File: src/rtl/div3_pkg.sv
// -----------------------------------------------------------------------------
// div3_pkg
// Shared types and widths for the divisible-by-3 sweep controller and its
// hit FIFO.
//   NUM_W         : width of a swept value / checker operand
//   COUNT_W       : width of the hit counter (covers a full 0..65535 sweep)
//   sweep_state_t : sweep controller FSM states
// -----------------------------------------------------------------------------
package div3_pkg;

    localparam int NUM_W   = 16;
    localparam int COUNT_W = 17;

    typedef enum logic [2:0] {
        IDLE,
        LAUNCH,
        ARM,
        WAIT,
        RECORD,
        FINISH
    } sweep_state_t;

endpackage : div3_pkg

File: src/rtl/div3_hit_fifo.sv
// -----------------------------------------------------------------------------
// div3_hit_fifo
// Synchronous FIFO holding the values that the checker flagged as divisible.
// Ports:
//   clk, reset       : clock, synchronous active-high reset (empties FIFO)
//   push, push_data  : write request and value; dropped when full unless a
//                      pop happens in the same cycle
//   pop              : remove head; ignored when empty
//   full, empty      : occupancy flags
//   head             : value at the head, 0 while empty
// -----------------------------------------------------------------------------
module div3_hit_fifo
    import div3_pkg::*;
#(
    parameter int DEPTH = 8
) (
    input  logic             clk,
    input  logic             reset,
    input  logic             push,
    input  logic [NUM_W-1:0] push_data,
    input  logic             pop,
    output logic             full,
    output logic             empty,
    output logic [NUM_W-1:0] head
);

    localparam int PTR_W = $clog2(DEPTH);

    logic [NUM_W-1:0] mem_q [DEPTH];
    logic [PTR_W-1:0] wr_ptr_q, wr_ptr_d;
    logic [PTR_W-1:0] rd_ptr_q, rd_ptr_d;
    logic [PTR_W:0]   count_q, count_d;
    logic             do_push;
    logic             do_pop;

    assign empty = (count_q == '0);
    assign full  = (count_q == (PTR_W+1)'(DEPTH));

    // A pop frees the slot the simultaneous push needs, so a full FIFO
    // still accepts a push when it is also being popped.
    assign do_pop  = pop && !empty;
    assign do_push = push && (!full || do_pop);

    assign head = empty ? '0 : mem_q[rd_ptr_q];

    always_comb begin
        // NOTE: every always_comb output gets a default first so no path
        // leaves it unassigned, which would infer a latch.
        wr_ptr_d = wr_ptr_q;
        rd_ptr_d = rd_ptr_q;
        count_d  = count_q;
        if (do_push) begin
            wr_ptr_d = wr_ptr_q + PTR_W'(1);
        end
        if (do_pop) begin
            rd_ptr_d = rd_ptr_q + PTR_W'(1);
        end
        if (do_push && !do_pop) begin
            count_d = count_q + (PTR_W+1)'(1);
        end else if (do_pop && !do_push) begin
            count_d = count_q - (PTR_W+1)'(1);
        end
    end

    // NOTE: state registers use non-blocking assignments so every flop
    // samples the pre-edge values regardless of statement order.
    always_ff @(posedge clk) begin
        if (reset) begin
            wr_ptr_q <= '0;
            rd_ptr_q <= '0;
            count_q  <= '0;
        end else begin
            wr_ptr_q <= wr_ptr_d;
            rd_ptr_q <= rd_ptr_d;
            count_q  <= count_d;
        end
    end

    // NOTE: the storage array is deliberately not reset; the pointers and
    // count define validity, and head is forced to 0 while empty.
    always_ff @(posedge clk) begin
        if (do_push) begin
            mem_q[wr_ptr_q] <= push_data;
        end
    end

endmodule : div3_hit_fifo

File: src/rtl/div3_sweep_ctrl.sv
// -----------------------------------------------------------------------------
// div3_sweep_ctrl
// Drives an external divisible-by-3 checker over every value in [lo, hi],
// counts the hits and queues the hit values in a FIFO for downstream logic.
// Ports:
//   clk, reset            : clock, synchronous active-high reset
//   go, lo, hi            : start a sweep over [lo, hi] (accepted only in IDLE)
//   busy, done            : sweep in progress / one-cycle end-of-sweep pulse
//   hit_count             : hits found in the current/last sweep
//   overflow, timeout_err : sticky error flags, cleared by an accepted go
//   hit_valid, hit_data,
//   hit_pop               : hit FIFO head interface
//   chk_number, chk_reset : operand and reset towards the checker
//   chk_out, chk_start    : checker verdict and running flag
// -----------------------------------------------------------------------------
module div3_sweep_ctrl
    import div3_pkg::*;
#(
    parameter int FIFO_DEPTH = 8,
    parameter int WAIT_MAX   = 22000
) (
    input  logic               clk,
    input  logic               reset,
    input  logic               go,
    input  logic [NUM_W-1:0]   lo,
    input  logic [NUM_W-1:0]   hi,
    output logic               busy,
    output logic               done,
    output logic [COUNT_W-1:0] hit_count,
    output logic               overflow,
    output logic               timeout_err,
    output logic               hit_valid,
    output logic [NUM_W-1:0]   hit_data,
    input  logic               hit_pop,
    output logic [NUM_W-1:0]   chk_number,
    output logic               chk_reset,
    input  logic               chk_out,
    input  logic               chk_start
);

    localparam int WAIT_W = $clog2(WAIT_MAX + 1);

    sweep_state_t       state_q, state_d;
    logic [NUM_W-1:0]   cur_q, cur_d;
    logic [NUM_W-1:0]   hi_q, hi_d;
    logic [WAIT_W-1:0]  wait_cnt_q, wait_cnt_d;
    logic               verdict_q, verdict_d;
    logic [COUNT_W-1:0] hit_count_q, hit_count_d;
    logic               overflow_q, overflow_d;
    logic               timeout_q, timeout_d;
    logic [NUM_W-1:0]   chk_number_q, chk_number_d;
    logic               push_req;
    logic               fifo_full;
    logic               fifo_empty;

    always_comb begin
        state_d      = state_q;
        cur_d        = cur_q;
        hi_d         = hi_q;
        wait_cnt_d   = wait_cnt_q;
        verdict_d    = verdict_q;
        hit_count_d  = hit_count_q;
        overflow_d   = overflow_q;
        timeout_d    = timeout_q;
        chk_number_d = chk_number_q;
        push_req     = 1'b0;

        unique case (state_q)
            IDLE: begin
                if (go) begin
                    hi_d        = hi;
                    cur_d       = lo;
                    hit_count_d = '0;
                    overflow_d  = 1'b0;
                    timeout_d   = 1'b0;
                    if (lo > hi) begin
                        state_d = FINISH;
                    end else begin
                        chk_number_d = lo;
                        state_d      = LAUNCH;
                    end
                end
            end

            LAUNCH: begin
                wait_cnt_d = '0;
                state_d    = ARM;
            end

            // The checker's start flag is registered, so it is only
            // trustworthy one cycle after its reset is released.
            ARM: begin
                state_d = WAIT;
            end

            WAIT: begin
                wait_cnt_d = wait_cnt_q + WAIT_W'(1);
                if (!chk_start) begin
                    verdict_d = chk_out;
                    state_d   = RECORD;
                end else if (wait_cnt_d == WAIT_W'(WAIT_MAX)) begin
                    timeout_d = 1'b1;
                    verdict_d = 1'b0;
                    state_d   = RECORD;
                end
            end

            RECORD: begin
                if (verdict_q) begin
                    hit_count_d = hit_count_q + COUNT_W'(1);
                    push_req    = 1'b1;
                    // The FIFO accepts a push into a full queue only when
                    // the head is popped in the same cycle.
                    if (fifo_full && !hit_pop) begin
                        overflow_d = 1'b1;
                    end
                end
                // Compare before incrementing so hi = 65535 never wraps cur.
                if (cur_q == hi_q) begin
                    state_d = FINISH;
                end else begin
                    cur_d        = cur_q + NUM_W'(1);
                    chk_number_d = cur_d;
                    state_d      = LAUNCH;
                end
            end

            FINISH: begin
                state_d = IDLE;
            end

            default: begin
                state_d = IDLE;
            end
        endcase
    end

    always_ff @(posedge clk) begin
        if (reset) begin
            state_q      <= IDLE;
            cur_q        <= '0;
            hi_q         <= '0;
            wait_cnt_q   <= '0;
            verdict_q    <= 1'b0;
            hit_count_q  <= '0;
            overflow_q   <= 1'b0;
            timeout_q    <= 1'b0;
            chk_number_q <= '0;
        end else begin
            state_q      <= state_d;
            cur_q        <= cur_d;
            hi_q         <= hi_d;
            wait_cnt_q   <= wait_cnt_d;
            verdict_q    <= verdict_d;
            hit_count_q  <= hit_count_d;
            overflow_q   <= overflow_d;
            timeout_q    <= timeout_d;
            chk_number_q <= chk_number_d;
        end
    end

    div3_hit_fifo #(
        .DEPTH (FIFO_DEPTH)
    ) u_hit_fifo (
        .clk       (clk),
        .reset     (reset),
        .push      (push_req),
        .push_data (cur_q),
        .pop       (hit_pop),
        .full      (fifo_full),
        .empty     (fifo_empty),
        .head      (hit_data)
    );

    assign busy        = (state_q == LAUNCH) || (state_q == ARM) ||
                         (state_q == WAIT)   || (state_q == RECORD);
    assign done        = (state_q == FINISH);
    assign hit_count   = hit_count_q;
    assign overflow    = overflow_q;
    assign timeout_err = timeout_q;
    assign hit_valid   = !fifo_empty;
    assign chk_number  = chk_number_q;
    // The checker is held in reset with this block and pulsed once per value.
    assign chk_reset   = reset || (state_q == LAUNCH);

endmodule : div3_sweep_ctrl
File: config.mk
export PLATFORM = sky130hd
export DESIGN_NAME = div3_sweep_ctrl
export DESIGN_NICKNAME = d
export VERILOG_FILES = /design/src/rtl/div3_pkg.sv /design/src/rtl/div3_hit_fifo.sv /design/src/rtl/div3_sweep_ctrl.sv
export SDC_FILE = /design/constraint.sdc
export NUM_CORES = 1
export LEC_CHECK = 0
export ABC_CLOCK_PERIOD_IN_PS = 8940
export CAP_MARGIN = 5
export CORE_ASPECT_RATIO = 0.75
export CORE_MARGIN = 2
export CORE_UTILIZATION = 55
export CTS_BUF_LIST = sky130_fd_sc_hd__clkbuf_8 sky130_fd_sc_hd__clkbuf_16
export DETAILED_ROUTE_END_ITERATION = 10
export GPL_ROUTABILITY_DRIVEN = 0
export GPL_TIMING_DRIVEN = 1
export PLACE_DENSITY = 0.77
export SLEW_MARGIN = 20
export SYNTH_ARGS = -nofsm -noshare
export SYNTH_HDL_FRONTEND = slang
export SYNTH_SLANG_ARGS = --single-unit
File: constraint.sdc
create_clock -name clk -period 8.94 [get_ports clk]
set_input_delay 1.341 -clock clk [delete_from_list [all_inputs] [get_ports clk]]
set_output_delay 1.341 -clock clk [all_outputs]
set_load 0.02 [all_outputs]
Word-level counts from Yosys, hierarchy flattened
Memory sizes are Yosys's and may differ from the RTL's. A register that Yosys moved wholly into a read port is not among the register bits.
Cells that the tools add are included.

word-level totals
  memories = 1
  memory bits (writable) = 128
  input bits = 38
  bits in registers = 96
  output and inout bits = 55

memories
  name              depth  width  rd ports  clocked after memory_dff  write ports  line                 source
  u_hit_fifo.mem_q  8      16     1         1                         1            div3_hit_fifo.sv:29  logic [NUM_W-1:0] mem_q [DEPTH];

cells by class
  mux-type cells = 34
  magnitude comparators = 1
  add/sub/neg operators = 7
  eq/ne operators = 17
  reduce and logical (&&, ||, !) cells = 29

operators with widths
  operator                                                               number
  16-bit two-way mux                                                     5
  16-bit case mux with 2 select lines                                    2
  17-bit two-way mux                                                     2
  17-bit case mux with 2 select lines                                    1
  15-bit case mux with 2 select lines                                    1
  3-bit two-way mux                                                      7
  17-bit by 1-bit adder with 17-bit output, second input constant        1
  16-bit by 1-bit adder with 16-bit output, second input constant        1
  16-bit equality test                                                   1
  16-bit > comparator                                                    1
  15-bit by 1-bit adder with 15-bit output, second input constant        1
  15-bit equality test, second input constant                            1
  3-bit case mux with 5 select lines                                     1
  2-bit != test, second input constant                                   7
  4-bit AND reduction                                                    3
  1-bit two-way mux                                                      11
  4-bit two-way mux                                                      2
  2-bit nonzero test                                                     4
  3-bit by 1-bit adder with 3-bit output, second input constant          2
  3-bit by 2-bit equality test with 1-bit output, second input constant  2
  3-bit equality test, second input constant                             2
  2-bit AND reduction                                                    3
  3-bit AND reduction                                                    2
  1-bit logical AND                                                      5
  11 further kinds                                                       20

Longest topological paths before layout
  word-level depth = 9
  depth in mapped cells = 11
  gate-level depth less buffers = 11

Hierarchy
A second synthesis with hierarchy kept.

second synthesis, totals
  cells, all modules = 892
  area, all modules = 10363.7 µm²

by module, submodules not included
  module           area an instance (µm²)  sequential area each (µm²)  cells each  times used
  div3_hit_fifo    5516.5                  4103.9                      274         1
  div3_sweep_ctrl  4847.1                  1721.7                      618         1

Least setup slack after synthesis
No wires, ideal clock.

  path kind = input-to-reg
  from = input port hit_pop
  to = memory u_hit_fifo.mem_q[0][0] (enable)
  library setup time = 409 ps
  setup slack = 5480 ps
  stages on the path = 4
  required time = 8531 ps
  arrival = 3051 ps
  cells stage by stage = nand2b_1 > nor4_1 > or3_1 > nor3_1

between the ends
  word-level cells in the longest chain between the ends = 5

RTL lines
  what                                     line                   source
  from (decl)                              div3_sweep_ctrl.sv:34  input logic hit_pop,
  1-bit logical AND                        div3_hit_fifo.sv:41    assign do_pop = pop && !empty;
  1-bit logical OR                         div3_hit_fifo.sv:42    assign do_push = push && (!full || do_pop);
  1-bit logical AND                        div3_hit_fifo.sv:42
  1-bit two-way mux                        div3_hit_fifo.sv:82    if (do_push) begin
  1-bit two-way mux (not written as such)  div3_hit_fifo.sv:83    mem_q[wr_ptr_q] <= push_data;
  to (decl)                                div3_hit_fifo.sv:29

No other way between the ends.

Final worst setup path
  from = input port reset
  to = output port chk_reset

between the ends
  word-level cells in the longest chain between the ends = 1

RTL lines
  what              line                    source
  from (decl)       div3_sweep_ctrl.sv:23   input logic reset,
  1-bit logical OR  div3_sweep_ctrl.sv:184  assign chk_reset = reset || (state_q == LAUNCH);
  to (decl)         div3_sweep_ctrl.sv:36   output logic chk_reset,

No other way between the ends.

==> flow_summary.json <==
{
  "synth_edf_count": 128,
  "critPathSlowestCell": "clkdlybuf4s50_1",
  "avgSynthCellArea_um2": 11.7,
  "synth_seq_cells": 227,
  "cts_root_buf": "clkbuf_16",
  "cts_sinks": 227,
  "slew_violations": 0,
  "final_area_mm2": 0.0122,
  "nNetsFinal": 1015,
  "max_cap_viol_count": 0,
  "fp-row-count": 43,
  "crit_chain": "buf_2 -> buf_4 -> inv_1 -> o21ai_0 -> clkdlybuf4s50_1",
  "path_class": "in -> out",
  "fill_cells": 1407,
  "layout_common_cells": "edfxtp_1 (128), dfxtp_1 (97), clkdlybuf4s50_1 (91)",
  "drt_iter0_markers": 718,
  "synth.area.top_cells": "edfxtp_1 (37%), dfxtp_1 (19%), mux4_2 (7.0%)",
  "required_ns": 7.60,
  "p_leak_nw": 4.22,
  "clk_path_buf_depth": 3,
  "synthFlopType": "edfxtp_1",
  "layout-drive-gt1-share_pct": 10.7,
  "layout_commonest_cell": "edfxtp_1",
  "powerDensity_mw_per_mm2": 253,
  "grt_pass1_wl_um": 36400,
  "clk_pin_slew_ns": 0.06,
  "syn-cell-area_mm2": 0.0103,
  "async_flop_share_pct": 0,
  "ios": 93,
  "die_width_um": 162,
  "cts_resized": 0,
  "wl_um": 23400,
  "core_area_mm2": 0.0184,
  "grt_pass1_vias": 6639,
  "multi_input_area_mm2": 0.00418,
  "synth_area_leader_cell": "edfxtp_1",
  "timing.final.crit_share_pct": 51.1,
  "dp_slack_ns": 4.37,
  "synthCells": 881,
  "cp.arrival_ns": 3.23,
  "drt_pass1_iterations": 5,
  "cp-startpoint": "reset",
  "startpoint_type": "primary input",
  "yosysWarnings": 0,
  "port_buffers": 92,
  "setup_tns_ns": 0,
  "drc": 0,
  "endpoint_kind": "output pin",
  "die_area_mm2": 0.0198,
  "tightest_slew_ns": 1.12,
  "cp.buffers_inverters": 4,
  "p_total_mw": 3.07,
  "r2r_start": "state_q[1]",
  "hold_start": "hi_q[8]",
  "period_minus_slack_ns": 4.57,
  "grt_max_degree": 79,
  "slew_headroom_pct": 25.1,
  "cpLargestDelayFamily": "buffers and inverters",
  "viasPerCell": 5.83,
  "regArea_mm2": 0.00583,
  "placed_area_mm2": 0.0114,
  "rsz0062_at_grt": "false",
  "setup-violations-final": 0,
  "grt_usage_pct": 23.6,
  "cts_buffers": 22,
  "syn2layout_area_growth_pct": 18.3,
  "fin_worst_skew_ns": 0.00886,
  "synth_top_cell_area_share_pct": 37.3,
  "synth_nets": 944,
  "synth_cell_types": 64,
  "cts_tree": "yes",
  "cts_setup_buffers": 0,
  "outcome": "complete, no violations",
  "clock.fmax_mhz": 219,
  "routedWlPerCell_um": 19.2,
  "cts-hold-fix-buffers": 0,
  "antenna_found_initial": 1,
  "vdd_drop_max_v": 0.000183,
  "grt_overflow_total": 0,
  "drtAntennaViolNets": 0,
  "seq_area_frac_synth_pct": 56.6,
  "max_stage_delay_ns": 0.63,
  "path_max_fanout": 78,
  "start_util_pct": 55.9,
  "dp_hpwl_um": 15400,
  "hp-class": "reg -> reg",
  "setup_ws_ns": 4.37,
  "htree_levels": 1,
  "vias": 7085,
  "fp.dieH_um": 122,
  "hold_viol_final": 0,
  "clk_latency_ns": 0.50
}
[flip-flops by register name, summed over array words and instances (netlist names), named ones only]
signal               count
u_hit_fifo.mem_q       128
hit_count               17
chk_number              16
cur_q                   16
hi_q                    16
wait_cnt_q              15
u_hit_fifo.count_q       4
state_q                  3
u_hit_fifo.rd_ptr_q      3
u_hit_fifo.wr_ptr_q      3
overflow                 1
timeout_err              1
verdict_q                1
[path summary, 6_finish.rpt]
| check | endpoint | slack [ns] | depth (start not counted) |
|---|---|---|---|
| worst max-delay path | chk_reset | 4.37 | 5 |
| worst max register to register | u_hit_fifo.count_q[3] | 5.89 | 10 |
| worst min-delay path | hi_q[8] | 0.47 | 2 |
| worst min register to register | hi_q[8] | 0.47 | 2 |
[per-stage QoR]
stage | hold WS (ns) | utilization, % | std cells
floorplan | 0.448 | - | 881
global placement | 0.456 | 62.0 | 1175
detailed placement | 0.461 | 62.0 | 1175
CTS | 0.469 | 66.2 | 1215
global route | 0.485 | 66.2 | 1215
finish | 0.467 | 66.2 | 1216
[synthesized netlist by cell type (all sizes together), types with 2 or more instances]
library cell and number:
a211oi 4, a21o 4, a21oi 55, a22oi 6, a311oi 2, a31o 3
a31oi 3, a32oi 2, and2 4, and4 2, buf 20, clkbuf 34
dfxtp 99, edfxtp 128, ha 24, inv 27, mux2 2, mux2i 34
mux4 32, nand2 88, nand2b 5, nand3 23, nand4 28, nor2 90
nor2b 3, nor3 19, nor4 17, o21ai 27, o221ai 2, o311a 3
o31ai 13, o41ai 3, or2 2, or3 4, xnor2 21, xor2 34
[report_power, final]
group	internal, mW	leakage (nW)	switching, mW
combinational	0.364	1.85	0.430
sequential	1.19	1.98	0.123
clock	0.587	0.384	0.385
total	2.14	4.22	0.939
[worst min-delay path: cells and delay by family, from the launching register on]
family,cells,cell delay [ns]
AND/OR/NAND/NOR,1,0.05
AO/OA/AOI/OAI,1,0.05
flip-flops,1,0.31
[cell families after synthesis]
family	after synthesis	share of synthesized area [%]
and+or+nand+nor	290	13.5
DFF	227	56.6
AOI/OAI and AO/OA	135	8.27
buffers and inverters	81	3.27
muxes	68	10.5
xor gates and xnor gates	55	4.68
adders and majority gates	25	3.11
[layout make-up]
type	instances	share of cell area (%)
Antenna cell	1	0.0206
Clock buffer	27	5.18
Clock inverter	13	1.17
Inverter	27	0.832
Multi-Input combinational cell	573	34.3
Sequential cell	227	47.9
Tap cell	247	2.54
Timing Repair Buffer	101	8.08
[routing by layer]
layer	up-vias	routed length (um)	global-route usage (%)	part of all wire (%)
met5	-	0	0	0
met4	0	584	6.58	2.5
met3	40	1720	3.65	7.4
met2	279	10400	36.1	44
met1	3378	10700	35.5	46
li1	3388	-	-	-
(Power assumes the default switching activity.)
